$ cat config.mk
export PLATFORM = sky130hd
export DESIGN_NAME = fifo_read_ctrl
export DESIGN_NICKNAME = d
export VERILOG_FILES = /design/src/rtl/fifo_read_ctrl.sv
export SDC_FILE = /design/constraint.sdc
export NUM_CORES = 1
export LEC_CHECK = 0
export CELL_PAD_IN_SITES_DETAIL_PLACEMENT = 2
export CELL_PAD_IN_SITES_GLOBAL_PLACEMENT = 2
export CORE_MARGIN = 2
export CORE_UTILIZATION = 28
export DETAILED_ROUTE_END_ITERATION = 8
export PLACE_DENSITY = 0.83
export SLEW_MARGIN = 10
export SYNTH_ARGS = -nofsm -noshare
export SYNTH_HDL_FRONTEND = slang
export SYNTH_SLANG_ARGS = --single-unit
$ cat constraint.sdc
create_clock -name R_CLK -period 3.7 [get_ports R_CLK]
set_clock_uncertainty 0.05 [all_clocks]
set_input_delay 0.37 -clock R_CLK [delete_from_list [all_inputs] [get_ports R_CLK]]
set_output_delay 0.37 -clock R_CLK [all_outputs]
set_load 0.01 [all_outputs]
$ cat src/rtl/fifo_read_ctrl.sv
// Read-side controller of the asynchronous FIFO. It brings the write pointer into
// R_CLK, derives the empty/almost-empty flags and fill level, and gates read requests.
module fifo_read_ctrl #(
  parameter int ADDR_WIDTH   = 4,
  parameter int SYNC_STAGES  = 2,
  parameter int AEMPTY_LEVEL = 2
) (
  input  logic                  R_CLK,
  input  logic                  RST,
  input  logic [ADDR_WIDTH:0]   Wptr_grey,
  input  logic [ADDR_WIDTH:0]   read_ptr_grey,
  input  logic [ADDR_WIDTH:0]   read_ptr_reg,
  input  logic                  Rreq,
  output logic                  Rinc,
  output logic [ADDR_WIDTH-1:0] Raddr,
  output logic                  Rempty,
  output logic                  Ralmost_empty,
  output logic [ADDR_WIDTH:0]   Rlevel,
  output logic                  Rvalid,
  output logic                  Runderflow
);

  localparam int PW = ADDR_WIDTH + 1;
  localparam logic [PW-1:0] AEMPTY_THRESH = PW'(AEMPTY_LEVEL);

  logic [SYNC_STAGES-1:0][PW-1:0] sync_reg;
  logic [PW-1:0] wsync;
  logic [PW-1:0] wbin;
  logic [PW-1:0] level_next;
  logic [PW-1:0] level_reg;
  logic          aempty_reg;
  logic          valid_reg;
  logic          underflow_reg;

  // Plain shift register: nothing may sit between stages of the crossing.
  always_ff @(posedge R_CLK or posedge RST) begin
    if (RST) begin
      sync_reg <= '0;
    end else begin
      sync_reg <= {sync_reg[SYNC_STAGES-2:0], Wptr_grey};
    end
  end

  assign wsync = sync_reg[SYNC_STAGES-1];

  // Each binary bit is the XOR of all Gray bits at or above it.
  genvar gi;
  generate
    for (gi = 0; gi < PW; gi++) begin : g_gray2bin
      assign wbin[gi] = ^wsync[PW-1:gi];
    end
  endgenerate

  assign level_next = wbin - read_ptr_reg;

  assign Rempty = (wsync == read_ptr_grey);
  assign Rinc   = Rreq & ~Rempty;
  assign Raddr  = read_ptr_reg[ADDR_WIDTH-1:0];

  always_ff @(posedge R_CLK or posedge RST) begin
    if (RST) begin
      level_reg     <= '0;
      aempty_reg    <= 1'b1;
      valid_reg     <= 1'b0;
      underflow_reg <= 1'b0;
    end else begin
      level_reg     <= level_next;
      aempty_reg    <= (level_next <= AEMPTY_THRESH);
      valid_reg     <= Rinc;
      underflow_reg <= underflow_reg | (Rreq & Rempty);
    end
  end

  assign Rlevel        = level_reg;
  assign Ralmost_empty = aempty_reg;
  assign Rvalid        = valid_reg;
  assign Runderflow    = underflow_reg;

endmodule
### After elaboration in Yosys (flattened, before gate mapping)

Index checks and enable logic that the tools add are counted.

* bits of input ports: 18
* register bits after elaboration: 18
* logic and storage cells: 17

* reductions and logical operators: 4
* order comparisons: 1
* bitwise gates (word level): 4
* eq/ne operators: 1
* $add $sub $neg: 1

Operators with widths (number)
* 5-bit equality test: 1
* 5-bit by 2-bit <= comparator with 1-bit output (second input constant): 1
* 5-bit XOR reduction: 1
* 5-bit subtractor: 1
* 4-bit XOR reduction: 1
* 3-bit XOR reduction: 1
* 1-bit AND: 2
* 2-bit XOR reduction: 1
* 1-bit NOT: 1
* 1-bit bitwise OR: 1

### Longest topological paths before layout

* depth in word-level cells: 3
* gate-level depth with buffers: 10

### Worst setup path after synthesis

OpenSTA, ideal clock, no wires.

* path kind: register -> register
* from: register sync_reg, in the netlist wsync[4]
* to: register aempty_reg (netlist: Ralmost_empty)
* setup slack: 1.131 ns
* stages on the path, launching flop included: 11
* arrival: 2.414 ns
* setup time: 0.105 ns
* buffers on the path: 0
* period minus slack after synthesis: 2.569 ns
* cells stage by stage: dfrtp_1 > xor2_2 > xnor2_2 > xor2_2 > xor2_1 > ha_1 > fa_1 > nand2b_1 > a21oi_1 > xnor2_1 > a2111oi_2

* cells in the longest elaborated chain, start to end: 3

Ends and longest elaborated chain
* start, declared: RTL line 26 `logic [SYNC_STAGES-1:0][PW-1:0] sync_reg;`
* start signal, assigned: RTL line 40 `sync_reg <= {sync_reg[SYNC_STAGES-2:0], Wptr_grey};`
* 5-bit XOR reduction (tied with other cells): RTL line 50 `assign wbin[gi] = ^wsync[PW-1:gi];`
* 5-bit subtractor *: RTL line 54 `assign level_next = wbin - read_ptr_reg;`
* via level_next[4]: RTL line 29 `logic [PW-1:0] level_next;`
* 5-bit by 2-bit <= comparator with 1-bit output *: RTL line 68 `aempty_reg <= (level_next <= AEMPTY_THRESH);`
* end signal, assigned: RTL line 68
* end, declared: RTL line 31 `logic aempty_reg;`

Mark *: on every way through the listed nets, which the timed path passes. The rest lies on a longest branch.

### Worst setup path after layout

Ends and elaborated chain as after synthesis.

==> qor.yml <==
sta:
  hold_viol: 0
  fin_setup_tns_ns: 0
  final.period_utilization: 0.7603
  worst_slew_pin_slew_ns: 0.6184
  relSlewSlack: 0.5873
  max_freq_mhz: 355.5
  period_minus_slack_ns: 2.813
  drv_slew: 0
  finalSetupViolations: 0
  rsz0062_at_grt: "false"
global_route:
  grt_max_degree: 19
  grt_pass1_vias: 620
  gr-usage-all-layers: 0.1152
  overflow: 0
  grt_first_pass_wirelength_um: 2739
  antenna_found_initial: 0
final_layout:
  final_cell_area_mm2: 0.001135
  drive_gt1_frac: 0.08791
  fin_nets: 115
  antenna-diode-count: 0
  area_growth_pct: 43.74
  final_cells: 122
  fill_cells: 297
  utilization: 0.4187
logic_synthesis:
  synth_area_per_cell_um2: 13.16
  synth.distinct_cells: 20
  syn_area_um2: 789.5
  syn-num-nets: 83
  synthCells: 60
  seq_area_frac_synth: 0.5721
  ys_ff_latch: 18
  synth_warnings: 0
detailed_routing:
  via_count: 526
  routedWlPerCell_um: 13.48
  drtPass1Iterations: 3
  drtIter0Drc: 8
  ant_nets: 0
  post-route-drc-count: 0
  viasPerCell: 4.311
  drt_wl_total_um: 1644
pwr:
  total_power_uw: 536.3
  p_per_area_mw_per_mm2: 472.5
  ir_drop_uv: 245.6
  leakage_nw: 0.5009
worst_setup_path:
  path_cells: "xor2_2, xnor2_2, xor2_2, xor2_1, ha_1, fa_1, nand2b_1, a21oi_1, xnor2_1, a2111oi_2"
  critPathMaxFanout: 3
  cp-end-kind: "flip-flop"
  cp_data_required_time_ns: 3.84
  critPathArrivalTime_ns: 2.95
  cpMaxStageDelayCell: "dfrtp_1"
  path_buf_inv: 0
  slowest_delay_ns: 0.45
  cp-start-kind: "flip-flop"
  critPathKind: "reg -> reg"
  cp_top_family: "XOR/XNOR gates"
  crit_top_cell: "xor2_2"
place:
  place_inst: 118
  placed_area_mm2: 0.001109
  port_buffers: 31
  gp_congestion: 0.6522
  hpwl_um: 1363
clock_tree:
  clk_pin_slew_worst_paths_ns: 0.10
  tritoncts: "yes"
  htreeDepth: 1
  cts-root-buf: "clkbuf_4"
  post-cts-setup-buffers: 0
  cts_buffers: 3
  cts_hold_buf: 0
  clk_latency_ns: 0.30
  cts_resized: 0
  cts_buffer_depth: 2
  clock-sinks: 18
die:
  initial_utilization: 0.2913
  io_pins: 32
  die_x_um: 57.10
  core_area_mm2: 0.002710
  dieArea_mm2: 0.003260
  placementRows: 19
  die_height_um: 57.10
job:
  maxCapViolations: 0
worst_hold_path:
  min_path_type: "reg -> reg"
status:
  status: "complete, no violations"
[final timing paths]
| path | startpoint | end | slack [ns] | cells past startpoint |
|---|---|---|---|---|
| setup / recovery | wsync[4] | Ralmost_empty | 0.89 | 10 |
| hold / removal | sync_reg[0] | wsync[0] | 0.31 | 0 |
| setup reg to reg | wsync[4] | Ralmost_empty | 0.89 | 10 |
| hold reg to reg | sync_reg[0] | wsync[0] | 0.31 | 0 |
| max in group asynchronous | RST | wsync[1] | 2.81 | 2 |
| min in group asynchronous | RST | sync_reg[1] | 0.39 | 2 |
[Yosys cell counts]
cell	number	share of area
nor2_1	2	0.0095
o21ai_0	1	0.0063
xor2_1	5	0.055
dfstp_2	1	0.033
inv_1	8	0.038
fa_1	1	0.025
dfrtp_1	17	0.54
xnor2_2	1	0.021
nor3_1	1	0.0063
a2111oi_2	1	0.019
a21oi_1	2	0.013
xnor2_1	5	0.055
nand3_1	1	0.0063
nor2b_1	1	0.0079
nand2_1	1	0.0047
ha_1	4	0.063
nand2b_1	1	0.0079
buf_4	4	0.038
a21o_1	1	0.0095
xor2_2	2	0.041
[power by group]
| part | leakage (nW) | total [mW] | switching [mW] | internal [mW] |
|---|---|---|---|---|
| clock network | 0.0150 | 0.101 | 0.0586 | 0.0420 |
| registers | 0.208 | 0.247 | 0.0145 | 0.232 |
| logic | 0.278 | 0.189 | 0.0839 | 0.105 |
| total | 0.501 | 0.536 | 0.157 | 0.379 |
[layer usage]
layer,track usage,wire [µm],vias up
met5,0,0,-
met4,0.07973,34,0
met3,0.03175,93,4
met2,0.2053,894,17
met1,0.1152,622,263
li1,-,-,242
[cells by family (layout without fill, tap and decap cells)]
group           Yosys count  after routing  synth area share
simple gates              7              7           0.04279
compound gates            5              5           0.04754
xor+xnor                 13             13            0.1727
buf+inv                  12             43           0.07607
fa+ha+maj                 5              5           0.08875
flops                    18             18            0.5721
[stage by stage]
step | setup slack, ns | hold slack [ns]
finish | 0.8871 | 0.3089
global route | 0.7042 | 0.3205
CTS | 0.8409 | 0.3090
detailed placement | 0.8954 | 0.2879
global placement | 1.021 | 0.2848
floorplan | 1.131 | 0.2578
[placed cells by master (no fill, tap or decap)]
| cell | netlist | routed |
|---|---|---|
| nand2b_1 | 1 | 1 |
| dfstp_2 | 1 | 1 |
| xor2_2 | 2 | 2 |
| xnor2_1 | 5 | 5 |
| xor2_1 | 5 | 5 |
| nand3_1 | 1 | 1 |
| a2111oi_2 | 1 | 1 |
| xnor2_2 | 1 | 1 |
| dfrtp_1 | 17 | 17 |
| a21o_1 | 1 | 1 |
| clkbuf_1 | 0 | 1 |
| nand2_1 | 1 | 1 |
| clkdlybuf4s50_1 | 0 | 31 |
| nor2_1 | 2 | 2 |
| ha_1 | 4 | 4 |
| o21ai_0 | 1 | 1 |
| inv_1 | 8 | 8 |
| nor2b_1 | 1 | 1 |
| a21oi_1 | 2 | 2 |
| fa_1 | 1 | 1 |
| nor3_1 | 1 | 1 |
| clkbuf_4 | 0 | 3 |
[worst register-to-register path: cells and delay by family (launching register included)]
kind                     cells  cell delay, ns
adder cells (fa/ha/maj)      2            0.62
AND/OR/NAND/NOR              1            0.16
AO/OA/AOI/OAI                2            0.52
flip-flops                   1            0.45
XOR/XNOR                     5            0.91
[layout make-up]
class	instances	area, µm²	share of cell area
tap	31	38.79	0.03418
multi-input combinational	30	277.8	0.2448
inverter	8	30.03	0.02646
clock buffer	4	26.28	0.02315
timing repair buffer	31	310.3	0.2734
sequential	18	451.7	0.3980
Power figures use the tool's default switching activity.
